===== src/rtl/decode_pkg.sv =====
// Shared definitions for the decode-to-operand stage: opcodes, immediate format codes
// and the decoded bundle carried to the operand-B mux.
package decode_pkg;

    localparam int XLEN  = 32;
    localparam int IMM_W = 25;

    localparam logic [6:0] OP_R      = 7'b0110011;
    localparam logic [6:0] OP_I      = 7'b0010011;
    localparam logic [6:0] OP_LOAD   = 7'b0000011;
    localparam logic [6:0] OP_STORE  = 7'b0100011;
    localparam logic [6:0] OP_BRANCH = 7'b1100011;
    localparam logic [6:0] OP_JALR   = 7'b1100111;

    // IMM_LOAD doubles as the plain I-type sign-extended format used by ALU ops.
    typedef enum logic [2:0] {
        IMM_LOAD   = 3'b000,
        IMM_LOADU  = 3'b001,
        IMM_STORE  = 3'b010,
        IMM_BRANCH = 3'b100,
        IMM_JALR   = 3'b101,
        IMM_NONE   = 3'b111
    } imm_sample_e;

    typedef struct packed {
        logic [XLEN-1:0]  pc;
        logic [IMM_W-1:0] imm;
        imm_sample_e      immSample;
        logic             d;
        logic [4:0]       rs1;
        logic [4:0]       rs2;
        logic [4:0]       rd;
        logic             illegal;
    } dec_bundle_t;

endpackage


===== src/rtl/instr_classify.sv =====
// Purely combinational opcode/funct3 classifier: immediate format, operand-B select
// and the unsupported-opcode flag.
module instr_classify
    import decode_pkg::*;
(
    input  logic [6:0]  opcode,
    input  logic [2:0]  funct3,
    output imm_sample_e imm_sample,
    output logic        use_rs2,
    output logic        illegal
);

    always_comb begin
        imm_sample = IMM_NONE;
        use_rs2    = 1'b0;
        illegal    = 1'b0;
        case (opcode)
            OP_R: begin
                imm_sample = IMM_LOAD;
                use_rs2    = 1'b1;
            end
            OP_I:      imm_sample = IMM_LOAD;
            // LBU and LHU need a zero-extending sampler downstream.
            OP_LOAD:   imm_sample = (funct3 == 3'b100 || funct3 == 3'b101) ? IMM_LOADU : IMM_LOAD;
            OP_STORE:  imm_sample = IMM_STORE;
            OP_BRANCH: imm_sample = IMM_BRANCH;
            OP_JALR:   imm_sample = IMM_JALR;
            default:   illegal    = 1'b1;
        endcase
    end

endmodule


===== src/rtl/decode_operand_stage.sv =====
// Decode-to-operand pipeline stage with a valid/ready handshake on both sides.
// Define DECODE_SKID_EN to add a skid entry and fully registered in_ready.
module decode_operand_stage
    import decode_pkg::*;
(
    input  logic             clk,
    input  logic             rst,
    input  logic             flush,
    input  logic             in_valid,
    output logic             in_ready,
    input  logic [XLEN-1:0]  in_instr,
    input  logic [XLEN-1:0]  in_pc,
    output logic             out_valid,
    input  logic             out_ready,
    output logic [XLEN-1:0]  out_pc,
    output logic [IMM_W-1:0] out_imm,
    output logic [2:0]       out_immSample,
    output logic             out_D,
    output logic [4:0]       out_rs1,
    output logic [4:0]       out_rs2,
    output logic [4:0]       out_rd,
    output logic             out_illegal
);

    imm_sample_e cls_sample;
    logic        cls_use_rs2;
    logic        cls_illegal;
    dec_bundle_t new_bundle;
    dec_bundle_t out_q;
    logic        out_vld_q;
    logic        accept;

    instr_classify u_classify (
        .opcode     (in_instr[6:0]),
        .funct3     (in_instr[14:12]),
        .imm_sample (cls_sample),
        .use_rs2    (cls_use_rs2),
        .illegal    (cls_illegal)
    );

    always_comb begin
        new_bundle.pc        = in_pc;
        new_bundle.imm       = in_instr[31:7];
        new_bundle.immSample = cls_sample;
        new_bundle.d         = cls_use_rs2;
        new_bundle.rs1       = in_instr[19:15];
        new_bundle.rs2       = in_instr[24:20];
        new_bundle.rd        = in_instr[11:7];
        new_bundle.illegal   = cls_illegal;
    end

    assign accept = in_valid && in_ready;

`ifdef DECODE_SKID_EN
    dec_bundle_t skid_q;
    logic        skid_vld_q;
    logic        slot_free;

    assign in_ready  = !skid_vld_q;
    assign slot_free = !out_vld_q || out_ready;

    // Skid content is always older than anything at the input, since in_ready
    // stays low while it is occupied; it therefore drains first.
    always_ff @(posedge clk) begin
        if (rst) begin
            out_q      <= '0;
            out_vld_q  <= 1'b0;
            skid_q     <= '0;
            skid_vld_q <= 1'b0;
        end else if (flush) begin
            out_vld_q  <= 1'b0;
            skid_vld_q <= 1'b0;
        end else if (slot_free) begin
            if (skid_vld_q) begin
                out_q      <= skid_q;
                out_vld_q  <= 1'b1;
                skid_vld_q <= 1'b0;
            end else if (accept) begin
                out_q     <= new_bundle;
                out_vld_q <= 1'b1;
            end else begin
                out_vld_q <= 1'b0;
            end
        end else if (accept) begin
            skid_q     <= new_bundle;
            skid_vld_q <= 1'b1;
        end
    end
`else
    assign in_ready = !out_vld_q || out_ready;

    always_ff @(posedge clk) begin
        if (rst) begin
            out_q     <= '0;
            out_vld_q <= 1'b0;
        end else if (flush) begin
            out_vld_q <= 1'b0;
        end else if (accept) begin
            out_q     <= new_bundle;
            out_vld_q <= 1'b1;
        end else if (out_ready) begin
            out_vld_q <= 1'b0;
        end
    end
`endif

    assign out_valid     = out_vld_q;
    assign out_pc        = out_q.pc;
    assign out_imm       = out_q.imm;
    assign out_immSample = out_q.immSample;
    assign out_D         = out_q.d;
    assign out_rs1       = out_q.rs1;
    assign out_rs2       = out_q.rs2;
    assign out_rd        = out_q.rd;
    assign out_illegal   = out_q.illegal;

endmodule

===== config.mk =====
export PLATFORM = sky130hd
export DESIGN_NAME = decode_operand_stage
export DESIGN_NICKNAME = d
export VERILOG_FILES = /design/src/rtl/decode_pkg.sv /design/src/rtl/instr_classify.sv /design/src/rtl/decode_operand_stage.sv
export SDC_FILE = /design/constraint.sdc
export NUM_CORES = 1
export LEC_CHECK = 0
export BUFFER_PORTS_ARGS = -buffer_cell sky130_fd_sc_hd__buf_2
export CORE_UTILIZATION = 28
export CTS_CLUSTER_SIZE = 8
export DETAILED_ROUTE_END_ITERATION = 7
export PLACE_DENSITY = 0.52
export RECOVER_POWER = 50
export SLEW_MARGIN = 20
export SYNTH_ARGS = -nofsm -noshare
export SYNTH_HDL_FRONTEND = slang
export SYNTH_HIERARCHICAL = 1
export SYNTH_SLANG_ARGS = --single-unit

===== constraint.sdc =====
create_clock -name clk -period 2.5 [get_ports clk]
set_input_delay 0.5 -clock clk [delete_from_list [all_inputs] [get_ports clk]]
set_output_delay 0.5 -clock clk [all_outputs]
set_load 0.05 [all_outputs]

# Word level (Yosys, flattened, before mapping)
# Index checks and enable logic that the tools add are counted.
# op_classes
eq_ne	8
bitwise	1
mux	6
n_reduce_logical	9
# ops
op	count
case mux 3 bit (5 select lines)	1
== test 7 x 6 -> 1 bit (second input constant)	2
== test 7 bit (second input constant)	2
== test 7 x 2 -> 1 bit (second input constant)	1
== test 7 x 5 -> 1 bit (second input constant)	1
== test 3 bit (second input constant)	2
OR reduction 6 bit	1
two-way mux 1 bit	5
OR reduction 2 bit	2
logical OR 1 bit	2
AND reduction 2 bit	1
nonzero test 2 bit	1
logical AND 1 bit	1
logical NOT 1 bit	1
NOT 1 bit	1
# word_totals
input_bits	69
elab_cells	33
output_inout_bits	79
regBits	78

# Logic depth before layout (Yosys ltp)
# Gate-level depths: netlist of run 1.
# depth
ltp_word	4
mapped_depth	5

# By module
# Netlist of run 1, hierarchy kept.
# modules_own_cells
mod	n_inst	seq_area_each_um2	cells_each	area_per_inst_um2
decode_operand_stage	1	1261.2	289	2990.4
instr_classify	1	0.0	14	91.3

# Worst setup path before layout of run 1
# OpenSTA, ideal clock, no wires.
# synth_timing
path_type	reg2out
startpoint	register out_vld_q (netlist: out_valid)
endpoint	output in_ready
stages_incl_launch_ff	3
setup_slack_ps	927
t_arrival_ps	1073
n_path_buf	0
cell_sequence	dfxtp_1 > nor2b_4 > inv_1
# synth_via
elab_chain_cells	2
# synth_rtl
element	line	source
start, declared	decode_operand_stage.sv:30	logic out_vld_q;
start signal, assigned	decode_operand_stage.sv:95	out_vld_q <= 1'b0;
start signal, assigned	decode_operand_stage.sv:97	out_vld_q <= 1'b0;
start signal, assigned	decode_operand_stage.sv:100	out_vld_q <= 1'b1;
logical NOT 1 bit	decode_operand_stage.sv:90	assign in_ready = !out_vld_q || out_ready;
logical OR 1 bit	decode_operand_stage.sv:90	
end, declared	decode_operand_stage.sv:10	output logic in_ready,
# No other way between the ends.

==> results.cfg, run 1 <==
[cts]
clockBufferDepth = 2
cts_resized = 0
post-cts-setup-buffers = 0
cts_tree = yes
clkLatencyLatePin_ns = 0.33
clk_pin_slew_ns = 0.07
htreeDepth = 3
clock-root-buffer = clkbuf_8
cts_made_buffers = 9
cts-hold-fix-buffers = 0
clock_sinks = 63

[critical_path]
arrival_ns = 1.97
ff2ff_path_depth = 4
endpoint_kind = flip-flop
cp_max_fo = 40
start_kind = primary input
cp.required_ns = 2.70
path_class = primary input to flip-flop

[timing]
hold_viol = 0
finalCritPeriodShare_pct = 70.59
tightest_slew_ns = 1.217
slew_headroom_pct = 18.86
fin_worst_skew_ns = 0.006980
setup_viol = 0
totalNegativeSetupSlack_ns = 0
fmax_mhz = 566.7
rsz0062_at_grt = no
timing.final.crit_period_ns = 1.765
drv_slew = 0

[synthesis]
synthesis.nets = 372
yosys_warnings = 6
ys_types = 21
synth.cell_area_mm2 = 0.003082
syn-instance-count = 303
ys_seq_area_share_pct = 40.93
syn_area_per_cell_um2 = 10.17
synth_seq_cells = 63

[global_routing]
globalRouteOverflowTotal = 0
grt_pass1_vias = 2394
grt_use_total_pct = 12.73
use_met2_pct = 22.40
grt_pass1_wl_um = 11250
grt_max_degree = 63
use_met1_pct = 13.93
busiest_layer = met2
met3_usage_pct = 3.708
antenna_found_initial = 2

[min_path]
hold_depth = 2
hp-class = primary input to flip-flop

[routing]
wl_per_cell_um = 11.87
vias_per_cell = 4.161
wl_um = 6780
drc = 0
drtIter0Drc = 62
ant_nets = 0
dr_total_vias = 2376
dr.pass1.iters = 4

[finish]
fillers = 1101
finalNetCount = 498
area_growth_syn_to_layout_pct = 27.32
layout.cells.non_filler = 571
layout-drive-gt1-share_pct = 32.26

[pwr]
total_power_w = 0.002580
p_leak_nw = 1.709
irDropWorstVdd_v = 0.0002655
power.density_mw_per_mm2 = 657.4

[flow_run]
max_cap_viol_count = 0

[run_status]
outcome = complete, no violations

[floorplanning]
die_area_mm2 = 0.01143
start_util_pct = 29.32
die_width_um = 106.9
core-area_mm2 = 0.01051
placementRows = 37
die_h_um = 106.9
io_pins = 148

[placement]
place_inst = 554
hpwl_um = 4756
port_buffers = 147
routabilityCongestion = 0.6797
-- sequential cells by signal, summed over array words and instances, names as in the netlist --
register       cells
out_D              1
out_illegal        1
out_imm           25
out_immSample      3
out_pc            32
out_valid          1
-- cells in the mapped netlist (all sizes together) --
library cell | instances | area (um2)
and4 | 1 | 8.760
mux2i | 62 | 620.6
o211ai | 1 | 7.510
nor3b | 2 | 20.02
clkbuf | 12 | 45.04
nand2b | 124 | 775.7
dfxtp | 63 | 1261
inv | 2 | 7.510
nor2b | 2 | 20.02
and2 | 1 | 8.760
nor2 | 4 | 22.52
buf | 23 | 249.0
o21ai | 2 | 17.52
nor3 | 2 | 10.01
nand2 | 2 | 7.510
-- worst max-delay path, cell delays in order --
cell      delay (ns)
clkbuf_1        0.86
buf_4           0.38
nand2b_1        0.14
mux2i_1         0.06
-- area by class of cell --
class	count	area, um2	area share (%)
antenna	1	2.502	0.06378
timing repair buffer	150	744.5	18.97
multi-input combinational	203	1525	38.87
clock inverter	6	85.08	2.168
clock buffer	10	127.6	3.253
inverter	2	7.507	0.1913
tap	136	170.2	4.337
sequential	63	1261	32.14
-- path summary, 6_finish.rpt --
| path | from | to | slack, ns |
|---|---|---|---|
| min reg2reg | out_imm[5]$_SDFFE_PP0P_ | out_imm[5]$_SDFFE_PP0P_ | 0.47 |
| max reg2reg | out_valid$_SDFFE_PP0P_ | out_pc[2]$_SDFFE_PP0P_ | 1.08 |
| min | flush | out_valid$_SDFFE_PP0P_ | 0.37 |
| max | rst | out_immSample[2]$_SDFFE_PP0P_ | 0.74 |
-- power by group --
part	leakage (nW)	total [W]	switching, W	internal [W]
sequential	0.516	0.00109	0.0000297	0.00106
combinational	1.09	0.000528	0.000357	0.000171
clock	0.102	0.000965	0.000407	0.000558
-- logic make-up after synthesis --
kind of cell / Yosys count / share of synthesized area, %
AND/OR/NAND/NOR: 138 / 28.34
multiplexers: 62 / 20.14
flip-flops: 63 / 40.93
AO/OA/AOI/OAI: 3 / 0.8122
buffers and inverters: 37 / 9.785
-- routing by layer --
metal	up-vias	routed length, um
met5	-	13
met2	75	3359
met4	2	147
met3	12	373
li1	1209	-
met1	1078	2886
-- cells in the final DEF, fill, tap and decap left out --
cell	n
inv_1	2
nor3b_4	1
o211ai_1	1
nand2_1	2
clkinvlp_4	2
buf_12	2
diode_2	1
nor2b_4	1
buf_4	1
clkinv_2	2
and2_4	1
clkbuf_1	32
nand2b_1	124
nor2_1	3
clkbuf_8	9
nor2_4	1
dfxtp_1	63
buf_2	116
bufinv_16	2
nor3_1	2
and4_1	1
mux2i_1	62
nor3b_1	1
nor2b_1	1
o21ai_2	2
-- metrics by stage --
| step | worst slack (ns) | area (um2) | hold slack [ns] | util (%) |
|---|---|---|---|---|
| final | 0.7353 | 3924 | 0.3732 | 37.34 |
| after CTS | 0.8698 | 3960 | 0.3498 | 37.68 |
| after global routing | 0.4755 | 3924 | 0.3511 | 37.34 |
| after detailed placement | 0.8392 | 3747 | 0.4626 | 35.66 |
| after global placement | 0.9035 | 3747 | 0.4561 | 35.66 |
| after floorplan | 0.9268 | 3082 | 0.5793 | - |
(Power assumes the default switching activity.)
==> run 2: changes to the inputs <==
Settings changed: ABC_AREA from default to 1.
Clock period 2.5 ns to 1.75 ns, I/O delays scaled along.
==> results.cfg, run 2 <==
[global_routing]
use_met2_pct = 21.52
grt_use_total_pct = 13.20
grt_pass1_vias = 2700
grt_pass1_wl_um = 11900
busiest_layer = met2
globalRouteOverflowTotal = 0
antenna_found_initial = 1
met3_usage_pct = 4.205
grt_max_degree = 84
use_met1_pct = 16.07

[synthesis]
yosys_warnings = 6
synthTopCellsByArea = dfxtp_1 (42%), nand3_1 (11%), a21oi_1 (11%)
synth_seq_cells = 63
ys.flop_type = dfxtp_1
synth_top_area_share_pct = 42.02
synth.cell_area_mm2 = 0.003002
ys_seq_area_share_pct = 42.02
synthesis.nets = 518
synth_common_cells = inv_1 (68), nand2_1 (67), nand3_1 (65)
ys_types = 17
syn-instance-count = 449
synth.largest_area_cell = dfxtp_1
synth_edf_count = 0
synthArstFlopShare_pct = 0
syn_area_per_cell_um2 = 6.685
synth_most_common_cell = inv_1

[critical_path]
rr_endpoint = out_imm[5]$_SDFFE_PP0P_
endpoint_kind = output port
reg2reg_from = out_valid$_SDFFE_PP0P_
cp.required_ns = 1.40
critPathMaxStageDelay_ns = 0.51
arrival_ns = 1.16
path_class = flip-flop to output port
cp_max_fo = 2
critPathSlowestCell = clkbuf_1
ff2ff_path_depth = 5
crit_buf_inv = 1
r2r_slack_ns = 0.30
cp_cell_sequence = clkbuf_1
cp_top_family = buffers and inverters
start_kind = flip-flop

[finish]
fin_area_mm2 = 0.003880
layout.cells.non_filler = 706
area_growth_syn_to_layout_pct = 29.26
fillers = 1182
final_cell_mix = buf_2 (124), inv_1 (68), nand2_1 (67), nand3_1 (65), nor2_1 (64)
largest_register_ff_count = 32
layout_commonest_cell = buf_2
finalNetCount = 635
n_antenna_cell = 0
layout-drive-gt1-share_pct = 27.02

[cts]
cts_made_buffers = 9
cts_resized = 0
post-cts-setup-buffers = 0
htreeDepth = 3
clock_sinks = 63
cts_tree = yes
clk_pin_slew_ns = 0.07
clock-root-buffer = clkbuf_8
clockBufferDepth = 2
cts-hold-fix-buffers = 0
clkLatencyLatePin_ns = 0.33

[pwr]
total_power_w = 0.003814
power.density_mw_per_mm2 = 983.0
p_leak_nw = 2.137
irDropWorstVdd_v = 0.0003853

[flow_run]
max_cap_viol_count = 0

[timing]
totalNegativeSetupSlack_ns = 0
drv_slew = 0
slew_headroom_pct = 50.34
tightest_slew_ns = 0.7449
rsz0062_at_grt = no
fin_worst_skew_ns = 0.008135
setup_viol = 0
timing.final.crit_period_ns = 1.514
fmax_mhz = 660.7
hold_viol = 0
finalCritPeriodShare_pct = 86.49

[routing]
dr_total_vias = 3058
wl_per_cell_um = 10.62
ant_nets = 0
drc = 0
vias_per_cell = 4.331
wl_um = 7500
dr.pass1.iters = 4
drtIter0Drc = 66

[placement]
port_buffers = 147
routabilityCongestion = 0.6785
place_area_mm2 = 0.003730
hpwl_um = 5069
place_inst = 691

[min_path]
hp-start = flush
hp-class = primary input to flip-flop
hold_depth = 2
min_to = out_valid$_SDFFE_PP0P_

[floorplanning]
die_h_um = 105.5
die_area_mm2 = 0.01114
start_util_pct = 28.95
io_pins = 148
die_width_um = 105.5
placementRows = 37
core-area_mm2 = 0.01037

[run_status]
outcome = complete, no violations
==> run 2: cell count changes after synthesis, sizes merged, moves of 64 or more <==
cell | before | now
nand3 | 0 | 66
inv | 2 | 73
nand2b | 124 | 0
a21oi | 0 | 64
nand2 | 2 | 69
==> run 2: final cells by class <==
type                       count  area [um2]  share of cell area (%)
inverter                      73       274.0                   7.062
clock inverter                 3       42.54                   1.096
multi-input combinational    266        1186                   30.57
timing repair buffer         153       790.8                   20.38
tap                          136       170.2                   4.386
sequential                    63        1261                   32.51
clock buffer                  12       155.1                   3.999
==> run 2: kinds of logic after synthesis <==
| kind of cell | Yosys count | synth area share (%) |
|---|---|---|
| and+or+nand+nor | 202 | 28.80 |
| AOI/OAI and AO/OA | 64 | 10.80 |
| DFF | 63 | 42.02 |
| buffers and inverters | 120 | 18.38 |
==> run 2: routing by layer <==
| metal | wire length [um] | vias up |
|---|---|---|
| li1 | - | 1599 |
| met1 | 3446 | 1338 |
| met2 | 3329 | 106 |
| met3 | 597 | 13 |
| met4 | 114 | 2 |
| met5 | 12 | - |
==> run 2: worst max-delay path by stage <==
stage	cells past startpoint	end	startpoint	slack (ns)
global placement	6	out_pc[25]$_SDFFE_PP0P_	flush	0.42
detailed placement	7	out_immSample[1]$_SDFFE_PP0P_	out_ready	0.40
global route	7	out_pc[29]$_SDFFE_PP0P_	in_valid	0.12
floorplan	5	out_imm[0]$_SDFFE_PP0P_	out_valid$_SDFFE_PP0P_	0.29
finish	1	out_imm[5]	out_imm[5]$_SDFFE_PP0P_	0.24
CTS	2	in_ready	out_valid$_SDFFE_PP0P_	0.24
==> run 2: power breakdown <==
group / switching [W] / leakage (nW) / internal (W) / total [W]
Combinational: 0.000693 / 1.52 / 0.000246 / 0.000939
Sequential: 0.0000552 / 0.520 / 0.00153 / 0.00159
Clock: 0.000561 / 0.0985 / 0.000727 / 0.00129
Total: 0.00131 / 2.14 / 0.00251 / 0.00381
==> run 2: stage by stage <==
| step | hold slack, ns | utilization, % | setup slack, ns |
|---|---|---|---|
| global route | 0.2027 | 37.42 | 0.1164 |
| CTS | 0.1953 | 37.87 | 0.2382 |
| finish | 0.2026 | 37.42 | 0.2364 |
| global placement | 0.4558 | 35.97 | 0.4171 |
| detailed placement | 0.4620 | 35.97 | 0.4046 |
| floorplan | 0.4268 | - | 0.2938 |
==> run 3: changes to the inputs <==
Settings changed: BUFFER_PORTS_ARGS -buffer_cell sky130_fd_sc_hd__buf_2 to -buffer_cell sky130_fd_sc_hd__buf_4.
==> results.cfg, run 3 (same netlist as run 2, synthesis figures left out) <==
[run_status]
outcome = complete, no violations

[critical_path]
start_kind = flip-flop
critPathMaxStageDelay_ns = 0.51
ff2ff_path_depth = 5
reg2reg_from = out_valid$_SDFFE_PP0P_
cp_max_fo = 2
cp_top_family = buffers and inverters
cp.required_ns = 1.40
cp_cell_sequence = clkbuf_1
critPathSlowestCell = clkbuf_1
crit_buf_inv = 1
path_class = flip-flop to output port
endpoint_kind = output port
arrival_ns = 1.18
rr_endpoint = out_imm[5]$_SDFFE_PP0P_
r2r_slack_ns = 0.36

[pwr]
p_leak_nw = 2.223
switching_power_w = 0.001295
power.density_mw_per_mm2 = 915.9
pwr-share-comb_pct = 26.9
switching_share_pct = 33.52
power_frac_seq_pct = 41.3
clkPwrFrac_pct = 31.8
irDropWorstVdd_v = 0.0003089
power.internal_w = 0.002567

[global_routing]
antenna_found_initial = 0
grt_pass1_vias = 2747
globalRouteOverflowTotal = 0
grt_max_degree = 63
grt_pass1_wl_um = 12870
grt_use_total_pct = 14.32

[cts]
htreeDepth = 3
clockBufferDepth = 2
post-cts-setup-buffers = 0
cts_resized = 0
clock_sinks = 63
clock-root-buffer = clkbuf_8
cts_made_buffers = 9
clk_pin_slew_ns = 0.06
clkLatencyLatePin_ns = 0.33
cts-hold-fix-buffers = 0
cts_tree = yes

[finish]
layout-drive-gt1-share_pct = 27.45
n_antenna_cell = 0
layout_commonest_cell = buf_4
finalNetCount = 636
final_cell_mix = buf_4 (125), inv_1 (68), nand2_1 (67), nand3_1 (65)
area_growth_syn_to_layout_pct = 40.48
largest_register_ff_count = 32

[routing]
wl_um = 7787
dr.pass1.iters = 4
drtIter0Drc = 106
vias_per_cell = 4.298
wl_per_cell_um = 11.00
ant_nets = 0
dr_total_vias = 3043
drc = 0

[timing]
worst_slack_ns = 0.2232
drv_slew = 0
timing.final.crit_period_ns = 1.527
hold_viol = 0
slew_headroom_pct = 54.41
setup_viol = 0
totalNegativeSetupSlack_ns = 0
rsz0062_at_grt = no
fin_worst_skew_ns = 0.003514
tightest_slew_ns = 0.6831
finalCritPeriodShare_pct = 87.24
fmax_mhz = 655.0

[placement]
port_buffers = 147
post-place-ws_ns = 0.3417
routabilityCongestion = 0.6809
hpwl_um = 5380

[floorplanning]
core-area_mm2 = 0.01037
io_pins = 148
start_util_pct = 28.95
die_width_um = 105.5
placementRows = 37
die_h_um = 105.5
die_area_mm2 = 0.01114

[min_path]
min_to = out_valid$_SDFFE_PP0P_
hp-start = rst
hp-class = primary input to flip-flop
hold_depth = 2

[flow_run]
max_cap_viol_count = 0
## run 3: cell count changes in the layout (fill, tap and decap cells not counted), moves of 2 or more
cell,before,now
clkinv_2,1,3
buf_2,124,0
buf_4,1,125
buf_12,3,5
## run 3: worst max path at each step
| stage | start | to | slack [ns] | cells past startpoint |
|---|---|---|---|---|
| final | out_imm[5]$_SDFFE_PP0P_ | out_imm[5] | 0.22 | 1 |
| after global routing | out_imm[5]$_SDFFE_PP0P_ | out_imm[5] | 0.17 | 1 |
| after CTS | out_valid$_SDFFE_PP0P_ | in_ready | 0.29 | 2 |
| after detailed placement | flush | out_imm[24]$_SDFFE_PP0P_ | 0.34 | 6 |
| after global placement | flush | out_pc[10]$_SDFFE_PP0P_ | 0.35 | 6 |
| after floorplan | out_valid$_SDFFE_PP0P_ | out_imm[0]$_SDFFE_PP0P_ | 0.29 | 5 |
## run 3: final cells by class
| type | instances | area [um2] |
|---|---|---|
| sequential | 63 | 1261 |
| fill | 1157 | 6153 |
| inverter | 73 | 274.0 |
| clock inverter | 4 | 45.04 |
| timing repair buffer | 154 | 1132 |
| clock buffer | 12 | 145.1 |
| multi-input combinational | 266 | 1189 |
| tap | 136 | 170.2 |
## run 3: power by group through the flow
| stage | registers, W | clock network (W) | logic [W] |
|---|---|---|---|
| 6_report | 0.00159 | 0.00123 | 0.00104 |
| 5_1_grt | 0.00161 | 0.00136 | 0.00112 |
| 4_1_cts | 0.00160 | 0.00129 | 0.00108 |
| 3_5_place_dp | 0.00163 | 0 | 0.00108 |
| 3_3_place_gp | 0.00162 | 0 | 0.00108 |
| 2_1_floorplan | 0.00196 | 0 | 0.000401 |
## run 3: worst register-to-register path: stages, from the launching register on
cell	delay [ns]
dfxtp_1	0.34
nand2_4	0.15
clkbuf_4	0.49
nand3_1	0.17
nand2_1	0.09
nor2_1	0.04
## run 3: per-layer routing
layer / vias to the layer above / track usage (%) / wire (um) / share of wire [%]
li1: 1607 / - / - / -
met1: 1325 / 18.38 / 3572 / 46
met2: 101 / 22.42 / 3444 / 44
met3: 10 / 4.329 / 660 / 8.5
met4: 0 / 5.655 / 110 / 1.4
met5: - / 0 / 0 / 0
## run 3: per-stage QoR
step | util [%] | std cells | cell area, um2 | power [W] | hold WS [ns]
after global placement | 39.83 | 692 | 4130 | 0.002699 | 0.4639
final | 40.66 | 708 | 4217 | 0.003862 | 0.1945
after CTS | 41.66 | 708 | 4320 | 0.003974 | 0.1729
after floorplan | - | 449 | 3002 | 0.002358 | 0.4268
after global routing | 40.66 | 708 | 4217 | 0.004084 | 0.1834
after detailed placement | 39.83 | 692 | 4130 | 0.002710 | 0.4735
